File: src/rtl/aer_sample_sequencer.sv
// AER input sequencer: streams one sample's spike bitmaps from spike memory
// to the core as pixel/tick events over a 4-phase REQ/ACK handshake.
module aer_sample_sequencer #(
    parameter int N_PIX   = 784,
    parameter int T_STEPS = 8,
    parameter int WORD_W  = 32,
    parameter int MEM_AW  = 16
) (
    input  logic              CLK,
    input  logic              RST_N,
    input  logic              START,
    input  logic [15:0]       SAMPLE_IDX,
    input  logic              LABEL_POS,
    input  logic              TRAIN_EN,
    output logic              BUSY,
    output logic              DONE,
    output logic [31:0]       GOODNESS_OUT,
    output logic [15:0]       SPIKE_CNT,
    output logic              ERR,
    output logic              MEM_REN,
    output logic [MEM_AW-1:0] MEM_RADDR,
    input  logic [WORD_W-1:0] MEM_RDATA,
    output logic [11:0]       AERIN_ADDR,
    output logic              AERIN_REQ,
    input  logic              AERIN_ACK,
    output logic              IS_POS,
    output logic              IS_TRAIN,
    input  logic              PROCESS_DONE,
    input  logic [31:0]       GOODNESS
);

    localparam int WPT = (N_PIX + WORD_W - 1) / WORD_W;
    localparam int BW  = (WORD_W > 1) ? $clog2(WORD_W) : 1;
    localparam int WW  = (WPT > 1) ? $clog2(WPT) : 1;
    localparam int TW  = (T_STEPS > 1) ? $clog2(T_STEPS) : 1;

    localparam logic [BW-1:0] B_LAST    = BW'(WORD_W - 1);
    localparam logic [WW-1:0] W_LAST    = WW'(WPT - 1);
    localparam logic [TW-1:0] T_LAST    = TW'(T_STEPS - 1);
    localparam logic [11:0]   TICK_ADDR = 12'h4FF;

    typedef enum logic [3:0] {
        S_IDLE,
        S_FETCH,
        S_RDWAIT,
        S_SCAN,
        S_SETUP,
        S_TICK_SETUP,
        S_REQ,
        S_REL,
        S_WAIT_DONE,
        S_FINISH
    } state_t;

    state_t            state_q, state_d;
    logic [15:0]       idx_q, idx_d;
    logic [TW-1:0]     t_q, t_d;
    logic [WW-1:0]     word_q, word_d;
    logic [BW-1:0]     bit_q, bit_d;
    logic [WORD_W-1:0] data_q, data_d;
    logic [11:0]       addr_q, addr_d;
    logic              tick_q, tick_d;
    logic              req_q, req_d;
    logic [15:0]       cnt_q, cnt_d;
    logic [31:0]       good_q, good_d;
    logic              err_q, err_d;
    logic              pos_q, pos_d;
    logic              train_q, train_d;

    logic [31:0]       pix;
    logic              pix_bit;
    logic              pix_pad;
    logic              adv;
    logic [MEM_AW-1:0] raddr;

    // State and datapath registers; reset aborts any sample in flight.
    always_ff @(posedge CLK or negedge RST_N) begin
        if (!RST_N) begin
            state_q <= S_IDLE;
            idx_q   <= '0;
            t_q     <= '0;
            word_q  <= '0;
            bit_q   <= '0;
            data_q  <= '0;
            addr_q  <= '0;
            tick_q  <= 1'b0;
            req_q   <= 1'b0;
            cnt_q   <= '0;
            good_q  <= '0;
            err_q   <= 1'b0;
            pos_q   <= 1'b0;
            train_q <= 1'b0;
        end else begin
            state_q <= state_d;
            idx_q   <= idx_d;
            t_q     <= t_d;
            word_q  <= word_d;
            bit_q   <= bit_d;
            data_q  <= data_d;
            addr_q  <= addr_d;
            tick_q  <= tick_d;
            req_q   <= req_d;
            cnt_q   <= cnt_d;
            good_q  <= good_d;
            err_q   <= err_d;
            pos_q   <= pos_d;
            train_q <= train_d;
        end
    end

    // Current bit under scan (MSB first), its pixel number and word address.
    always_comb begin
        pix     = 32'(word_q) * 32'(WORD_W) + 32'(bit_q);
        pix_bit = data_q[B_LAST - bit_q];
        pix_pad = (pix >= 32'(N_PIX));
        raddr   = (MEM_AW'(idx_q) * MEM_AW'(T_STEPS) + MEM_AW'(t_q))
                  * MEM_AW'(WPT) + MEM_AW'(word_q);
    end

    // Next-state logic: fetch, scan, handshake each event, then wait for core.
    always_comb begin
        state_d = state_q;
        idx_d   = idx_q;
        t_d     = t_q;
        word_d  = word_q;
        bit_d   = bit_q;
        data_d  = data_q;
        addr_d  = addr_q;
        tick_d  = tick_q;
        cnt_d   = cnt_q;
        good_d  = good_q;
        err_d   = err_q;
        pos_d   = pos_q;
        train_d = train_q;
        adv     = 1'b0;

        unique case (state_q)
            S_IDLE: begin
                if (START) begin
                    idx_d   = SAMPLE_IDX;
                    pos_d   = LABEL_POS;
                    train_d = TRAIN_EN;
                    cnt_d   = '0;
                    t_d     = '0;
                    word_d  = '0;
                    bit_d   = '0;
                    state_d = S_FETCH;
                end
            end
            S_FETCH: begin
                state_d = S_RDWAIT;
            end
            S_RDWAIT: begin
                data_d  = MEM_RDATA;
                bit_d   = '0;
                state_d = S_SCAN;
            end
            S_SCAN: begin
                if (pix_bit && !pix_pad) begin
                    addr_d  = {2'b00, pix[9:0]};
                    tick_d  = 1'b0;
                    state_d = S_SETUP;
                end else begin
                    adv = 1'b1;
                end
            end
            S_SETUP, S_TICK_SETUP: begin
                if (!AERIN_ACK) begin
                    state_d = S_REQ;
                end
            end
            S_REQ: begin
                if (AERIN_ACK) begin
                    state_d = S_REL;
                    if (!tick_q && cnt_q != 16'hFFFF) begin
                        cnt_d = cnt_q + 16'd1;
                    end
                end
            end
            S_REL: begin
                if (!AERIN_ACK) begin
                    if (!tick_q) begin
                        adv = 1'b1;
                    end else if (t_q == T_LAST) begin
                        state_d = S_WAIT_DONE;
                    end else begin
                        t_d     = t_q + 1'b1;
                        word_d  = '0;
                        state_d = S_FETCH;
                    end
                end
            end
            S_WAIT_DONE: begin
                if (PROCESS_DONE) begin
                    good_d  = GOODNESS;
                    state_d = S_FINISH;
                end
            end
            S_FINISH: begin
                state_d = S_IDLE;
            end
            default: begin
                state_d = S_IDLE;
            end
        endcase

        if (adv) begin
            if (bit_q != B_LAST) begin
                bit_d   = bit_q + 1'b1;
                state_d = S_SCAN;
            end else if (word_q != W_LAST) begin
                word_d  = word_q + 1'b1;
                state_d = S_FETCH;
            end else begin
                addr_d  = TICK_ADDR;
                tick_d  = 1'b1;
                state_d = S_TICK_SETUP;
            end
        end

        if (PROCESS_DONE && state_q != S_WAIT_DONE) begin
            err_d = 1'b1;
        end

        req_d = (state_d == S_REQ);
    end

    // Output decode.
    always_comb begin
        BUSY         = (state_q != S_IDLE) && (state_q != S_FINISH);
        DONE         = (state_q == S_FINISH);
        MEM_REN      = (state_q == S_FETCH);
        MEM_RADDR    = (state_q == S_FETCH) ? raddr : '0;
        AERIN_ADDR   = addr_q;
        AERIN_REQ    = req_q;
        GOODNESS_OUT = good_q;
        SPIKE_CNT    = cnt_q;
        ERR          = err_q;
        IS_POS       = pos_q;
        IS_TRAIN     = train_q;
    end

endmodule

File: config.mk
export PLATFORM = sky130hd
export DESIGN_NAME = aer_sample_sequencer
export DESIGN_NICKNAME = d
export VERILOG_FILES = /design/src/rtl/aer_sample_sequencer.sv
export SDC_FILE = /design/constraint.sdc
export NUM_CORES = 1
export LEC_CHECK = 0
export BUFFER_PORTS_ARGS = -buffer_cell sky130_fd_sc_hd__buf_2
export CAP_MARGIN = 20
export CORE_ASPECT_RATIO = 0.8
export CORE_UTILIZATION = 40
export CTS_BUF_LIST = sky130_fd_sc_hd__clkbuf_4 sky130_fd_sc_hd__clkbuf_8
export DETAILED_ROUTE_END_ITERATION = 12
export SYNTH_ARGS = -nofsm -noshare
export SYNTH_HDL_FRONTEND = slang
export SYNTH_SLANG_ARGS = --single-unit
File: constraint.sdc
create_clock -name CLK -period 3.5 [get_ports CLK]
set_clock_uncertainty 0.2 [all_clocks]
set_input_delay 0.175 -clock CLK [delete_from_list [all_inputs] [get_ports CLK]]
set_output_delay 0.175 -clock CLK [all_outputs]
set_load 0.005 [all_outputs]
==> results.yml, run 1 <==
status:
  status: "finished, violations left"
  violations: "setup timing"
sta:
  rsz0062_at_grt: "yes"
  tightestPinTransition_ns: 0.797
  hold_violations: 0
  period_share_pct: 115
  setup_tns_ns: -3.93
  fmax_ghz: 0.248
  slew_viol_final: 0
  max_slew_margin_pct: 46.8
  finalSetupViolCount: 10
  fin_ws_ns: -0.536
  fin_crit_ns: 4.04
route:
  ant_nets: 0
  wl_per_cell_um: 15.6
  via_per_inst: 5.02
  drt_iter0_markers: 294
  drc: 0
  first_pass_iters: 5
  num_vias: 5838
  wl_um: 18200
floorplan:
  rows: 42
  dieArea_mm2: 0.0181
  io_pins: 170
  core-area_mm2: 0.0168
  initial_core_util_pct: 41.7
  die_width_um: 150
  die_y_um: 120
worst_setup_path:
  end_kind: "output pin"
  worstSetupStartpointType: "register"
  worstPathRequired_ns: 3.12
  critPathKind: "register to output pin"
  slowest_delay_ns: 0.50
  arrival_ns: 3.66
  cp_max_fo: 3
  path_cells: "ha_4, inv_2, fa_1, fa_1, inv_2, ha_4, buf_4, a2111oi_4, o311ai_2, a31oi_1, xnor2_1, nor2_1, buf_2"
  cp_slowest_cell: "fa_1"
logic_synthesis:
  avgSynthCellArea_um2: 10.8
  seq_area_frac_synth_pct: 45.3
  synthDistinctLibCells: 53
  syn-cell-area_mm2: 0.00701
  yosys_warnings: 0
  synth-edff-count: 0
  synth_seq_cells: 127
  async_reset_ff_share_pct: 100
  synth-main-ff-cell: "dfrtp_1"
  synth_cells: 648
  mappedNetlistNets: 798
clock_network:
  clk_latency_ns: 0.44
  cts_made_buffers: 17
  clock-sinks: 127
  cts_tree: "yes"
  clk_pin_slew_ns: 0.07
  cts_buffer_depth: 2
  htreeDepth: 4
  cts-root-buf: "clkbuf_8"
finish:
  layout_commonest_cell: "buf_2"
  nNetsFinal: 1081
  post-route-util_pct: 58.7
  fin_area_mm2: 0.00987
  fin_cells: 1162
  final_cell_mix: "165 x buf_2, 126 x dfrtp_1, 83 x dlygate4sd3_1"
  drive_gt1_share_pct: 36.6
  areaGrowthSynthToFinish_pct: 40.8
  insertedDiodeCount: 0
global_routing:
  antenna_found_initial: 0
  grt_max_degree: 68
  grt.total_usage_pct: 21.0
  grt_pass1_vias: 5916
  grt_pass1_wl_um: 29600
  grt-ovfl-total: 0
power:
  ir_worst_vdd_mv: 0.505
  power.internal_uw: 5290
  p_leak_uw: 0.00493
  seq_power_share_pct: 25.3
  swShare_pct: 38.7
  total_power_uw: 8630
  pwr-share-comb_pct: 57.4
  power_density_mw_per_mm2: 874
  p_sw_uw: 3340
  pwr-share-clk_pct: 17.3
place:
  place.gp.congestion: 0.832
  place_hpwl_um: 12300
  place_inst: 1045
  portBuffers: 166
  placed_area_mm2: 0.00834
min_path:
  hold_path.class: "input pin to asynchronous set/reset pin"
job:
  maxCapViolations: 0
-- cell usage after synthesis, types with 5 or more instances --
| cell | instances | area share, % |
|---|---|---|
| clkbuf_1 | 20 | 1.1 |
| or3_1 | 8 | 0.71 |
| xnor2_1 | 15 | 1.9 |
| and3_1 | 5 | 0.45 |
| fa_1 | 13 | 3.7 |
| nand3_1 | 32 | 2.3 |
| nor2b_1 | 6 | 0.54 |
| xor2_1 | 15 | 1.9 |
| nand4_1 | 8 | 0.71 |
| and2_1 | 8 | 0.71 |
| nor2_1 | 44 | 2.4 |
| mux2i_1 | 12 | 1.7 |
| dfrtp_1 | 127 | 45 |
| o211ai_1 | 7 | 0.75 |
| nand2_1 | 76 | 4.1 |
| ha_1 | 50 | 8.9 |
| a21o_1 | 7 | 0.75 |
| o31ai_1 | 5 | 0.54 |
| nor3_1 | 7 | 0.50 |
| a21oi_1 | 17 | 1.2 |
| mux2_2 | 66 | 11 |
| o21ai_0 | 14 | 1.0 |
| inv_1 | 29 | 1.6 |
-- flip-flops by register name, summed over array words and instances (netlist names) --
register,cells
t_q,3
AERIN_REQ,1
bit_q,5
idx_q,13
state_q,4
AERIN_ADDR,12
GOODNESS_OUT,32
IS_POS,1
data_q,32
SPIKE_CNT,16
word_q,5
IS_TRAIN,1
tick_q,1
ERR,1
-- per-layer routing --
metal | share of wire [%] | global-route usage, % | up-vias
li1 | - | - | 2845
met1 | 45 | 27.5 | 2820
met2 | 48 | 33.7 | 156
met3 | 6.6 | 6.30 | 17
met4 | 1.0 | 5.49 | 0
met5 | 0 | 0 | -
-- cell type report --
type	count	area [um2]
Fill cell	1421	6940
Multi-Input combinational cell	466	3850
Sequential cell	127	3180
Timing Repair Buffer	290	1990
Clock buffer	21	289
Tap cell	220	275
Clock inverter	9	181
Inverter	29	109
-- cells by family after synthesis --
group,share of synthesized area (%)
simple gates,14.1
flops,45.3
mux,13.3
compound gates,7.62
fa+ha+maj,12.6
buf+inv,3.30
xor+xnor,3.75
-- path summary, 6_finish.rpt --
kind                                      from             to  slack (ns)  cells past startpoint
worst max-delay path                    t_q[1]  MEM_RADDR[15]       -0.54                     13
worst min-delay path                     RST_N     data_q[12]        0.15                      2
worst max register to register        bit_q[0]      word_q[1]        0.46                      7
worst min register to register             ERR            ERR        0.27                      1
max in group asynchronous                RST_N     data_q[25]        2.12                      3
min in group CLK                SAMPLE_IDX[12]      idx_q[12]        0.27                      4
-- stage by stage --
stage,hold WS (ns),worst slack [ns]
final,0.147,-0.536
after global routing,0.221,-0.748
after CTS,0.156,-0.668
after detailed placement,0.105,-0.293
after global placement,0.103,-0.235
after floorplan,-0.321,0.00767
-- critical path: cells and delay by family (launching register included) --
family / cells / cell delay, ns
buffers and inverters: 4 / 0.36
xor gates and xnor gates: 1 / 0.14
AOI/OAI and AO/OA: 3 / 0.77
and+or+nand+nor: 1 / 0.05
DFF: 1 / 0.45
adders and majority gates: 4 / 1.45
-- timing repair --
item | CTS | global route
hold buffers | 83 | 0
setup endpoints to repair | 10 | 11
pin swaps | 26 | 12
buffers inserted | 3 | 1
gates resized for setup | 19 | 11
endpoints found under the hold margin | 143 | 0
-- power groups by stage --
| stage | clock (uW) | sequential (uW) | combinational [uW] |
|---|---|---|---|
| floorplan | 0 | 2100 | 3120 |
| global placement | 0 | 2170 | 4310 |
| detailed placement | 0 | 2200 | 4390 |
| CTS | 1530 | 2180 | 4750 |
| global route | 1590 | 2240 | 5540 |
| finish | 1490 | 2180 | 4950 |
No activity file was read; power rests on OpenSTA's default activity.
==> run 2, diff against run 1 <==
--- a/config.mk
+++ b/config.mk
@@ -9,7 +9,7 @@
 export CAP_MARGIN = 20
 export CORE_ASPECT_RATIO = 0.8
 export CORE_UTILIZATION = 40
-export CTS_BUF_LIST = sky130_fd_sc_hd__clkbuf_4 sky130_fd_sc_hd__clkbuf_8
+export CTS_BUF_LIST = sky130_fd_sc_hd__clkbuf_16
 export DETAILED_ROUTE_END_ITERATION = 12
 export SYNTH_ARGS = -nofsm -noshare
 export SYNTH_HDL_FRONTEND = slang
==> run 2 against run 1 <==
Compared with the run above: the flow still finishes with violations (setup timing); global-route usage increased by 0.15 points; die area unchanged; routed wire length increased by 0.79%; worst setup slack improved by 0.037 ns; register-to-register slack about the same; via count decreased by 0.21%; utilization increased by 0.83 points; critical path depth decreased by 1; critical path type unchanged; highest routed layer unchanged.
==> results.yml, run 2 (synthesis gave the netlist of run 1 again) <==
clock_network:
  clk_pin_slew_ns: 0.05
  cts-root-buf: "clkbuf_16"
  clock-sinks: 127
  cts_buffer_depth: 2
  clk_latency_ns: 0.41
  cts_tree: "yes"
  htreeDepth: 4
  cts_made_buffers: 17
worst_setup_path:
  crit_start: "t_q[1]"
  critPathKind: "register to output pin"
  arrival_ns: 3.62
  r2r-start: "bit_q[0]"
  worstPathRequired_ns: 3.12
  worstSetupStartpointType: "register"
  end_kind: "output pin"
  cp_max_fo: 3
floorplan:
  io_pins: 170
  core-area_mm2: 0.0168
  initial_core_util_pct: 41.7
  rows: 42
  die_y_um: 120
  die_width_um: 150
  dieArea_mm2: 0.0181
global_routing:
  grtUsageMet2_pct: 33.6
  antenna_found_initial: 1
  grt-ovfl-total: 0
  grtUsageMet3_pct: 6.68
  grt_pass1_wl_um: 29800
  grt-busiest-layer: "met2"
  grt_pass1_vias: 5920
  grt.total_usage_pct: 21.1
  met1_usage_pct: 27.6
  grt_max_degree: 68
power:
  power_density_mw_per_mm2: 908
  swShare_pct: 37.6
  total_power_uw: 9090
  p_sw_uw: 3410
  power.internal_uw: 5680
  pwr-share-clk_pct: 20.6
  p_leak_uw: 0.00502
  seq_power_share_pct: 24.0
  ir_worst_vdd_mv: 0.514
  pwr-share-comb_pct: 55.4
sta:
  fin_ws_ns: -0.499
  rsz0062_at_grt: "yes"
  tightestPinTransition_ns: 0.808
  hold_violations: 0
  fmax_ghz: 0.250
  finalSetupViolCount: 10
  max_slew_margin_pct: 46.2
  period_share_pct: 114
  slew_viol_final: 0
  fin_crit_ns: 4.00
finish:
  drive_gt1_share_pct: 35.9
  areaGrowthSynthToFinish_pct: 42.8
  regArea_mm2: 0.00318
  fillCellCount: 1405
  nNetsFinal: 1080
  multi_input_area_mm2: 0.00384
  post-route-util_pct: 59.6
  layout_commonest_cell: "buf_2"
  final_cell_mix: "165 x buf_2, 127 x dfrtp_1, 82 x dlygate4sd3_1"
route:
  via_per_inst: 5.01
  num_vias: 5826
  ant_nets: 0
  drt_iter0_markers: 273
  drc: 0
  wl_um: 18300
  first_pass_iters: 4
  wl_per_cell_um: 15.8
status:
  violations: "setup timing"
  status: "finished, violations left"
place:
  place_hpwl_um: 12300
  portBuffers: 166
  place.gp.congestion: 0.832
job:
  maxCapViolations: 0
min_path:
  hold_path.class: "input pin to register"
  worstHoldStart: "START"
==> run 2: through the flow <==
stage               hold slack (ns)  instance area (um2)  TNS, ns  instances  worst slack (ns)
floorplan                    -0.321                 7060        0        648           0.00767
global placement              0.103                 8340   -0.757       1045            -0.235
detailed placement            0.105                 8340   -0.997       1045            -0.293
CTS                          0.0435                 9960    -3.98       1161            -0.610
global route                  0.115                10000    -4.86       1162            -0.700
finish                       0.0557                10000    -3.30       1162            -0.499
==> run 2: path summary, 6_finish.rpt <==
kind | to | slack [ns] | cells after the start
worst max-delay path | MEM_RADDR[14] | -0.50 | 12
worst min-delay path | bit_q[3] | 0.06 | 4
worst max register to register | word_q[1] | 0.47 | 7
worst min register to register | ERR | 0.27 | 1
max in group asynchronous | data_q[25] | 2.07 | 3
min in group asynchronous | data_q[14] | 0.19 | 2
==> run 2: layout make-up <==
| type | instances | area share [%] |
|---|---|---|
| Antenna cell | 1 | 0.0250 |
| Clock buffer | 17 | 4.25 |
| Clock inverter | 13 | 1.96 |
| Inverter | 29 | 1.09 |
| Multi-Input combinational cell | 466 | 38.3 |
| Sequential cell | 127 | 31.7 |
| Tap cell | 220 | 2.75 |
| Timing Repair Buffer | 289 | 19.9 |
==> run 2: worst max-delay path, stage by stage, from the launching register on <==
cell and delay [ns]:
dfrtp_1 0.42, ha_1 0.37, ha_4 0.24, fa_1 0.54, ha_4 0.21, a21o_1 0.16, a21o_1 0.21, a2111oi_4 0.34
nor3_2 0.11, o31ai_2 0.23, xor2_1 0.19, nor2_1 0.05, buf_2 0.14
==> run 2: timing repair <==
item / CTS / global route
buffers inserted: 4 / 1
endpoints found under the hold margin: 142 / 0
cloned: 0 / 0
endpoints found under the setup margin: 10 / 11
gates resized for setup: 23 / 9
hold buffers: 82 / 0
pin swaps: 27 / 9
==> run 2: per-layer routing <==
metal	wire (um)	vias to the layer above
li1	-	2836
met4	315	0
met2	8680	164
met3	1230	23
met1	8080	2803
met5	0	-
==> run 2: power by group through the flow <==
stage	registers (uW)	logic, uW	clock network (uW)
3_5_place_dp	2200	4390	0
2_1_floorplan	2100	3120	0
4_1_cts	2180	4890	1910
3_3_place_gp	2170	4310	0
5_1_grt	2240	5650	1970
6_report	2180	5040	1870
